### src/rtl/posit_special_ctrl_if.sv
// Encoder request handshake between the posit special-case controller
// and the posit encoder.
interface posit_special_ctrl_if;
  logic       enc_ready;
  logic       enc_start;
  logic [1:0] enc_code;
  logic       enc_done;

  modport master (
    input  enc_ready,
    input  enc_done,
    output enc_start,
    output enc_code
  );

  modport slave (
    output enc_ready,
    output enc_done,
    input  enc_start,
    input  enc_code
  );
endinterface

### src/rtl/posit_special_ctrl.sv
// Posit multiplier special-case controller: queues zero/NaR events and
// issues encoder requests, flushing downstream stages while one is open.
module posit_special_ctrl #(
  parameter int              NSTG       = 2,
  parameter logic [NSTG-1:0] FLUSH_MASK = '1,
  parameter int              DEPTH      = 4,
  parameter int              TIMEOUT    = 15
) (
  input  logic                       clk,
  input  logic                       rst_n,
  input  logic                       in_valid,
  input  logic                       zero_a,
  input  logic                       nar_a,
  input  logic                       zero_b,
  input  logic                       nar_b,
  input  logic                       s2_valid,
  input  logic                       zero_exp,
  input  logic                       nar_exp,
  output logic                       in_ready,
  posit_special_ctrl_if.master       enc,
  output logic [NSTG-1:0]            stg_rst_n,
  output logic                       busy,
  output logic [$clog2(DEPTH+1)-1:0] fifo_count,
  input  logic                       err_clr,
  output logic                       ovf_err,
  output logic                       tmo_err
);

  localparam int AW = (DEPTH > 1) ? $clog2(DEPTH) : 1;
  localparam int CW = $clog2(DEPTH+1);
  localparam int TW = $clog2(TIMEOUT+1);

  typedef enum logic [1:0] {
    IDLE,
    ISSUE,
    WAIT,
    DONE
  } state_t;

  state_t          state;
  logic [1:0]      mem [DEPTH];
  logic [AW-1:0]   wr_ptr;
  logic [AW-1:0]   rd_ptr;
  logic [CW-1:0]   count;
  logic [TW-1:0]   tmo_cnt;

  logic [1:0]      s1_code;
  logic [1:0]      s2_code;
  logic            pop;
  logic [CW-1:0]   space;
  logic            push1;
  logic            push2;
  logic            drop;
  logic            tmo_hit;
  logic [AW-1:0]   w1_ptr;
  logic [AW-1:0]   wr_next;

  function automatic logic [1:0] classify(
    input logic v,
    input logic nar,
    input logic zero
  );
    logic [1:0] c;
    c = 2'b00;
    if (v & nar)
      c = 2'b10;
    else if (v & zero)
      c = 2'b01;
    return c;
  endfunction

  function automatic logic [AW-1:0] inc(input logic [AW-1:0] p);
    return (p == AW'(DEPTH-1)) ? '0 : p + 1'b1;
  endfunction

  always_comb begin
    s1_code = classify(in_valid, nar_a | nar_b, zero_a | zero_b);
    s2_code = classify(s2_valid, nar_exp, zero_exp);
    pop     = (state == ISSUE);
    // a same-cycle pop frees its slot for this cycle's pushes
    space   = CW'(DEPTH) - count + CW'(pop);
    push2   = (|s2_code) && (space != '0);
    push1   = (|s1_code) && (space > CW'(push2));
    drop    = ((|s2_code) & ~push2) | ((|s1_code) & ~push1);
    w1_ptr  = push2 ? inc(wr_ptr) : wr_ptr;
    wr_next = push1 ? inc(w1_ptr) : w1_ptr;
    tmo_hit = (state == WAIT) && !enc.enc_done &&
              ((tmo_cnt + TW'(1)) == TW'(TIMEOUT));
  end

  always_ff @(posedge clk) begin
    if (push2)
      mem[wr_ptr] <= s2_code;
    if (push1)
      mem[w1_ptr] <= s1_code;
  end

  always_ff @(posedge clk or negedge rst_n) begin
    if (!rst_n) begin
      state   <= IDLE;
      wr_ptr  <= '0;
      rd_ptr  <= '0;
      count   <= '0;
      tmo_cnt <= '0;
      ovf_err <= 1'b0;
      tmo_err <= 1'b0;
    end else begin
      wr_ptr <= wr_next;
      count  <= count + CW'(push2) + CW'(push1) - CW'(pop);
      if (pop)
        rd_ptr <= inc(rd_ptr);

      unique case (state)
        IDLE: begin
          if (count != '0 && enc.enc_ready)
            state <= ISSUE;
        end
        ISSUE: begin
          tmo_cnt <= '0;
          state   <= WAIT;
        end
        WAIT: begin
          tmo_cnt <= tmo_cnt + TW'(1);
          if (enc.enc_done || tmo_hit)
            state <= DONE;
        end
        DONE: begin
          tmo_cnt <= '0;
          state   <= IDLE;
        end
        default: state <= IDLE;
      endcase

      if (drop)
        ovf_err <= 1'b1;
      else if (err_clr)
        ovf_err <= 1'b0;

      if (tmo_hit)
        tmo_err <= 1'b1;
      else if (err_clr)
        tmo_err <= 1'b0;
    end
  end

  assign enc.enc_start = (state == ISSUE);
  assign enc.enc_code  = pop ? mem[rd_ptr] : 2'b00;
  assign stg_rst_n     = (state == WAIT) ? ~FLUSH_MASK : '1;
  assign busy          = (state != IDLE) || (count != '0);
  assign in_ready      = (count <= CW'(DEPTH-2));
  assign fifo_count    = count;

endmodule

### src/flat_wrapper.sv
// flat-port wrapper written by rule: the top's interface ports become plain ports
module posit_special_ctrl_flat 
#(
  parameter int              NSTG       = 2,
  parameter logic [NSTG-1:0] FLUSH_MASK = '1,
  parameter int              DEPTH      = 4,
  parameter int              TIMEOUT    = 15
)
  (clk, rst_n, in_valid, zero_a, nar_a, zero_b, nar_b, s2_valid, zero_exp, nar_exp, in_ready, stg_rst_n, busy, fifo_count, err_clr, ovf_err, tmo_err, enc_enc_ready, enc_enc_done, enc_enc_start, enc_enc_code);
  posit_special_ctrl_if enc_i ();
  input  logic clk;
  input  logic rst_n;
  input  logic in_valid;
  input  logic zero_a;
  input  logic nar_a;
  input  logic zero_b;
  input  logic nar_b;
  input  logic s2_valid;
  input  logic zero_exp;
  input  logic nar_exp;
  output logic in_ready;
  output logic [NSTG-1:0] stg_rst_n;
  output logic busy;
  output logic [$clog2(DEPTH+1)-1:0] fifo_count;
  input  logic err_clr;
  output logic ovf_err;
  output logic tmo_err;
  input wire logic [$bits(enc_i.enc_ready)-1:0] enc_enc_ready;
  input wire logic [$bits(enc_i.enc_done)-1:0] enc_enc_done;
  output wire logic [$bits(enc_i.enc_start)-1:0] enc_enc_start;
  output wire logic [$bits(enc_i.enc_code)-1:0] enc_enc_code;
  assign enc_i.enc_ready = enc_enc_ready;
  assign enc_i.enc_done = enc_enc_done;
  assign enc_enc_start = enc_i.enc_start;
  assign enc_enc_code = enc_i.enc_code;
  posit_special_ctrl #(.NSTG(NSTG), .FLUSH_MASK(FLUSH_MASK), .DEPTH(DEPTH), .TIMEOUT(TIMEOUT)) u_core (.clk(clk), .rst_n(rst_n), .in_valid(in_valid), .zero_a(zero_a), .nar_a(nar_a), .zero_b(zero_b), .nar_b(nar_b), .s2_valid(s2_valid), .zero_exp(zero_exp), .nar_exp(nar_exp), .in_ready(in_ready), .enc(enc_i), .stg_rst_n(stg_rst_n), .busy(busy), .fifo_count(fifo_count), .err_clr(err_clr), .ovf_err(ovf_err), .tmo_err(tmo_err));
endmodule
### config.mk
export PLATFORM = sky130hd
export DESIGN_NAME = posit_special_ctrl_flat
export DESIGN_NICKNAME = d
export VERILOG_FILES = /design/src/rtl/posit_special_ctrl_if.sv /design/src/rtl/posit_special_ctrl.sv /design/src/flat_wrapper.sv
export SDC_FILE = /design/constraint.sdc
export NUM_CORES = 1
export LEC_CHECK = 0
export BUFFER_PORTS_ARGS = -buffer_cell sky130_fd_sc_hd__buf_2
export CAP_MARGIN = 10
export CORE_ASPECT_RATIO = 1.25
export CORE_MARGIN = 2
export CORE_UTILIZATION = 50
export CTS_CLUSTER_DIAMETER = 30
export CTS_CLUSTER_SIZE = 40
export DETAILED_ROUTE_END_ITERATION = 16
export GPL_TIMING_DRIVEN = 0
export PLACE_DENSITY = 0.82
export REMOVE_ABC_BUFFERS = 1
export SETUP_SLACK_MARGIN = 0.3
export SYNTH_ARGS = -nofsm -noshare
export SYNTH_HDL_FRONTEND = slang
export SYNTH_SLANG_ARGS = --single-unit
### constraint.sdc
create_clock -name clk -period 4.5 [get_ports clk]
set_input_delay 0.675 -clock clk [delete_from_list [all_inputs] [get_ports clk]]
set_output_delay 0.675 -clock clk [all_outputs]
set_load 0.05 [all_outputs]
==> impl_metrics.yaml, run 1 <==
status:
  status: "complete, no violations"
detailed_routing:
  dr.pass1.iters: 4
  via_per_inst: 5.594
  via_count: 1186
  detail_route.wl_per_cell_um: 14.29
  antenna_left: 0
  drt_wl_total_um: 3029
  drc_errors: 0
  initialDrtViolationCount: 33
die:
  fp.dieW_um: 55.11
  ios: 25
  die_area_um2: 3741
  core_area_um2: 3166
  initial_core_util_pct: 51.58
  rows: 23
  die_y_um: 67.89
flow_run:
  drv_cap: 0
timing:
  rsz0062_at_grt: "no"
  fin_setup_tns_ns: 0
  period_share_pct: 87.71
  setup_viol: 0
  maxSlewViolCount: 0
  setup_ws_ns: 0.5528
  final-hold-violation-count: 0
  max_freq_ghz: 0.2533
  period_needed_ns: 3.947
  skew_ns: 0.006455
  slew_headroom_pct: 67.40
  worst_pin_slew_ns: 0.4837
layout:
  final_area_um2: 1839
  areaGrowthSynthToFinish_pct: 12.64
  nNetsFinal: 212
  fillerInstances: 272
  drive_gt1_share_pct: 26.29
  final_common_cell: "buf_2"
  n_antenna_cell: 0
  mostFrequentLayoutCells: "24 x buf_2, 20 x ha_1, 19 x inv_1, 19 x nand2_1, 15 x dfrtp_1"
  utilization_pct: 58.10
cts:
  postCtsHoldBufs: 0
  cts.sinks: 23
  cts_buffers: 3
  cts_root_buf: "clkbuf_8"
  insertion_delay_ns: 0.26
  htreeDepth: 1
  clock_path_buffers: 2
  cts_tree: "built"
  clkTransAtPathRegs_ns: 0.08
critical_path:
  arrival_ns: 4.08
  endpoint_kind: "flop"
  critPathKind: "reg2reg"
  worst_setup_path_start_kind: "flop"
  r2r-end: "u_core.fifo_count[1]"
  worstPathRequired_ns: 4.63
  r2r-start: "u_core.state[1]"
  cp_max_fo: 11
  worst-r2r-setup-slack_ns: 0.55
  rr_worst_depth: 16
placement:
  dpl.hpwl_um: 2429
  dp_slack_ns: 0.3092
  placed_area_um2: 1784
  finalWeightedCongestion: 0.8031
  port_buffers: 24
logic_synthesis:
  synthArstFlopShare_pct: 65.22
  seq_area_frac_synth_pct: 37.70
  ys_ff_latch: 23
  syn_area_um2: 1633
  syn_inst: 150
  yosysWarnings: 0
  synth-edff-count: 8
  synth_top_flop_cell: "dfrtp_1"
  ys_types: 45
  synth.avg_cell_area_um2: 10.89
global_route:
  grt_util_all_layers_pct: 18.86
  grt_max_degree: 16
  overflow: 0
  grt_pass1_wl_um: 5126
  grt_pass1_vias: 1189
  grt_antenna_before_repair: 0
power_and_ir_drop:
  power_density_nw_per_um2: 808.4
  p_leak_nw: 0.9130
  max-vdd-ir-drop_mv: 0.5904
min_path:
  hp-class: "in2async"
## metal layers
metal / wire length [um] / global-route usage [%] / vias to the layer above / share of wire [%]
met5: 0 / 0 / - / 0
met1: 1219 / 22.14 / 576 / 40
met4: 46 / 7.317 / 0 / 1.5
li1: - / - / 575 / -
met2: 1650 / 34.67 / 31 / 54
met3: 112 / 1.310 / 4 / 3.7
## synth_stat cells, drive strengths merged, types with 2 or more instances
master | number | share of area, %
o21ai | 5 | 1.8
inv | 20 | 4.8
ha | 21 | 16
mux2i | 10 | 6.4
nand2b | 2 | 0.77
mux4 | 2 | 2.8
o41ai | 2 | 1.5
nor3 | 4 | 1.2
a21oi | 5 | 2.7
or3 | 2 | 0.77
dfrtp | 15 | 23
fa | 2 | 2.5
nor2 | 3 | 0.69
a32o | 2 | 1.2
and2 | 2 | 0.77
mux2 | 3 | 2.3
edfxtp | 8 | 15
clkbuf | 2 | 0.46
o31ai | 2 | 0.92
nand2 | 19 | 4.4
nand3b | 2 | 0.92
xnor2 | 2 | 1.5
## flip-flops by register name, summed over array words and instances (netlist names)
signal	flops
u_core.tmo_err	1
u_core.wr_ptr	2
u_core.rd_ptr	2
u_core.state	2
u_core.mem	8
u_core.tmo_cnt	4
u_core.ovf_err	1
u_core.fifo_count	3
## power breakdown
part / leakage, nW / switching (mW) / internal (mW)
registers: 0.262 / 0.0868 / 0.325
clock network: 0.0228 / 0.0656 / 0.0632
logic: 0.628 / 0.579 / 0.367
total: 0.913 / 0.732 / 0.755
## cell type report
type | instances | area (um2) | area share (%)
Clock buffer | 4 | 45.04 | 2.449
Sequential cell | 23 | 615.6 | 33.47
Inverter | 20 | 77.57 | 4.218
Multi-Input combinational cell | 104 | 934.6 | 50.82
Timing Repair Buffer | 24 | 120.1 | 6.531
Tap cell | 37 | 46.29 | 2.517
## repair_timing
item / CTS / global route
resized for setup: 1 / 1
setup endpoints to repair: 1 / 1
setup buffers: 0 / 0
## per-stage QoR
step	hold slack (ns)	cells	power, mW
4_1_cts	0.3201	212	1.489
6_report	0.3045	212	1.487
5_1_grt	0.3278	212	1.617
3_3_place_gp	0.4768	208	1.287
2_1_floorplan	0.3794	147	1.148
3_5_place_dp	0.4807	208	1.353
## worst max-delay path: stages, from the launching register on
cell,delay (ns)
dfrtp_1,0.42
inv_1,0.12
ha_2,0.33
inv_1,0.08
ha_1,0.20
inv_1,0.05
ha_1,0.14
and2b_2,0.26
a21oi_4,0.25
ha_1,0.27
o21ba_2,0.23
a21oi_4,0.23
inv_1,0.09
ha_1,0.29
fa_1,0.37
inv_1,0.08
fa_1,0.42
## cell families (layout without fill, tap and decap cells)
logic type / after synthesis / in the layout / synth area share, %
muxes: 15 / 15 / 11.42
AOI/OAI and AO/OA: 24 / 24 / 12.87
adders and majority gates: 23 / 23 / 18.54
DFF: 23 / 23 / 37.70
buffers and inverters: 23 / 48 / 5.671
xor gates and xnor gates: 2 / 2 / 1.533
and+or+nand+nor: 40 / 40 / 12.26
## worst max path at each step
stage                    start                    to  slack (ns)  cells after the start
6_report       u_core.state[1]  u_core.fifo_count[1]        0.55                     16
5_1_grt        u_core.state[1]  u_core.fifo_count[1]        0.31                     16
4_1_cts        u_core.state[1]  u_core.fifo_count[1]        0.42                     16
3_5_place_dp   u_core.state[1]  u_core.fifo_count[1]        0.31                     16
3_3_place_gp   u_core.state[1]  u_core.fifo_count[1]        0.50                     16
2_1_floorplan  u_core.state[1]  u_core.fifo_count[1]        0.45                     16
Note: power is estimated with default switching activity, not from simulation.
==> inputs of run 2 (changes only) <==
--- a/config.mk
+++ b/config.mk
@@ -7,14 +7,16 @@
 export LEC_CHECK = 0
 export BUFFER_PORTS_ARGS = -buffer_cell sky130_fd_sc_hd__buf_2
 export CAP_MARGIN = 10
+export CELL_PAD_IN_SITES_DETAIL_PLACEMENT = 1
+export CELL_PAD_IN_SITES_GLOBAL_PLACEMENT = 2
 export CORE_ASPECT_RATIO = 1.25
 export CORE_MARGIN = 2
-export CORE_UTILIZATION = 50
+export CORE_UTILIZATION = 36
 export CTS_CLUSTER_DIAMETER = 30
 export CTS_CLUSTER_SIZE = 40
 export DETAILED_ROUTE_END_ITERATION = 16
 export GPL_TIMING_DRIVEN = 0
-export PLACE_DENSITY = 0.82
+export PLACE_DENSITY = 0.88
 export REMOVE_ABC_BUFFERS = 1
 export SETUP_SLACK_MARGIN = 0.3
 export SYNTH_ARGS = -nofsm -noshare
==> impl_metrics.yaml, run 2 (synthesis gave the netlist of run 1 again) <==
status:
  status: "complete, no violations"
layout:
  drive_gt1_share_pct: 26.86
  regMostFlops: "u_core.mem"
  final_common_cell: "buf_2"
  n_antenna_cell: 0
  utilization_pct: 42.74
  nNetsFinal: 212
  largest_reg_flops: 8
  areaGrowthSynthToFinish_pct: 14.94
  mostFrequentLayoutCells: "24 x buf_2, 20 x ha_1, 19 x inv_1, 19 x nand2_1, 15 x dfrtp_1"
critical_path:
  arrival_ns: 4.05
  endpoint_kind: "flop"
  cp_max_fo: 11
  worstPathRequired_ns: 4.64
  critPathKind: "reg2reg"
  worst_setup_path_start_kind: "flop"
global_route:
  grt_pass1_vias: 1222
  overflow: 0
  grt_util_all_layers_pct: 14.09
  grt_antenna_before_repair: 0
  grt_max_degree: 16
  grt_pass1_wl_um: 5623
cts:
  clock_path_buffers: 2
  cts_buffers: 3
  cts.sinks: 23
  insertion_delay_ns: 0.26
  cts_root_buf: "clkbuf_8"
  clkTransAtPathRegs_ns: 0.08
  postCtsHoldBufs: 0
  htreeDepth: 1
  cts_tree: "built"
placement:
  dp_slack_ns: 0.3257
  port_buffers: 24
  finalWeightedCongestion: 0.7312
  dpl.hpwl_um: 2710
detailed_routing:
  dr.pass1.iters: 4
  drt_wl_total_um: 3365
  detail_route.wl_per_cell_um: 14.44
  initialDrtViolationCount: 30
  antenna_left: 0
  via_per_inst: 4.996
  drc_errors: 0
  via_count: 1164
die:
  ios: 25
  die_y_um: 79.30
  core_area_um2: 4392
  fp.dieW_um: 64.24
  rows: 27
  initial_core_util_pct: 37.18
  die_area_um2: 5094
timing:
  period_needed_ns: 3.905
  period_share_pct: 86.79
  slew_headroom_pct: 64.03
  worst_pin_slew_ns: 0.5337
  skew_ns: 0.001178
  setup_viol: 0
  max_freq_ghz: 0.2561
  fin_setup_tns_ns: 0
  rsz0062_at_grt: "no"
  maxSlewViolCount: 0
  setup_ws_ns: 0.5946
  final-hold-violation-count: 0
flow_run:
  drv_cap: 0
power_and_ir_drop:
  power_density_nw_per_um2: 803.1
  max-vdd-ir-drop_mv: 0.4815
  p_leak_nw: 0.9174
  total_power_mw: 1.507
min_path:
  hp-class: "in2async"
run 2: final timing paths:
check	start	end	slack, ns	depth (start not counted)
setup / recovery	u_core.state[1]	u_core.fifo_count[1]	0.59	16
hold / removal	rst_n	u_core.state[1]	0.30	1
setup reg to reg	u_core.state[1]	u_core.fifo_count[1]	0.59	16
hold reg to reg	u_core.tmo_err	u_core.tmo_err	0.50	1
max in group asynchronous	rst_n	u_core.tmo_cnt[1]	3.94	1
min in group clk	u_core.tmo_err	u_core.tmo_err	0.50	1
run 2: what timing repair did:
item                                    4_1_cts  5_1_grt
endpoints found under the setup margin        1        2
resized for setup                             1        2
setup buffers                                 0        0
run 2: per-stage QoR:
stage / cells / instance area [um2] / hold WS, ns
3_3_place_gp: 229 / 1810 / 0.4793
3_5_place_dp: 229 / 1810 / 0.4893
5_1_grt: 233 / 1877 / 0.3199
4_1_cts: 233 / 1859 / 0.3128
6_report: 233 / 1877 / 0.3033
2_1_floorplan: 147 / 1618 / 0.3794
run 2: layout make-up:
class,instances,area [um2]
inverter,20,77.57
multi-input combinational,104,944.7
clock inverter,1,5.005
clock buffer,3,41.29
tap,58,72.57
sequential,23,615.6
fill,503,2515
timing repair buffer,24,120.1
run 2: worst max-delay path: stages, from the launching register on:
cell and delay, ns:
dfrtp_1 0.40, inv_1 0.12, ha_4 0.23, inv_1 0.07, ha_1 0.15, inv_1 0.04
ha_1 0.27, and2b_2 0.25, a21oi_4 0.25, ha_1 0.29, o21ba_2 0.23, a21oi_4 0.24
inv_1 0.10, ha_1 0.30, fa_1 0.36, inv_1 0.07, fa_1 0.41
run 2: metal layers:
metal  track usage [%]  wire length [um]
met1             16.19              1395
met2             26.98              1857
met3             1.841                80
met4             3.830                31
met5                 0                 0
run 2: report_power, final:
| part | total (mW) | internal (mW) | switching (mW) |
|---|---|---|---|
| registers | 0.413 | 0.324 | 0.0884 |
| clock network | 0.129 | 0.0618 | 0.0677 |
| logic | 0.965 | 0.375 | 0.591 |
| total | 1.51 | 0.761 | 0.747 |
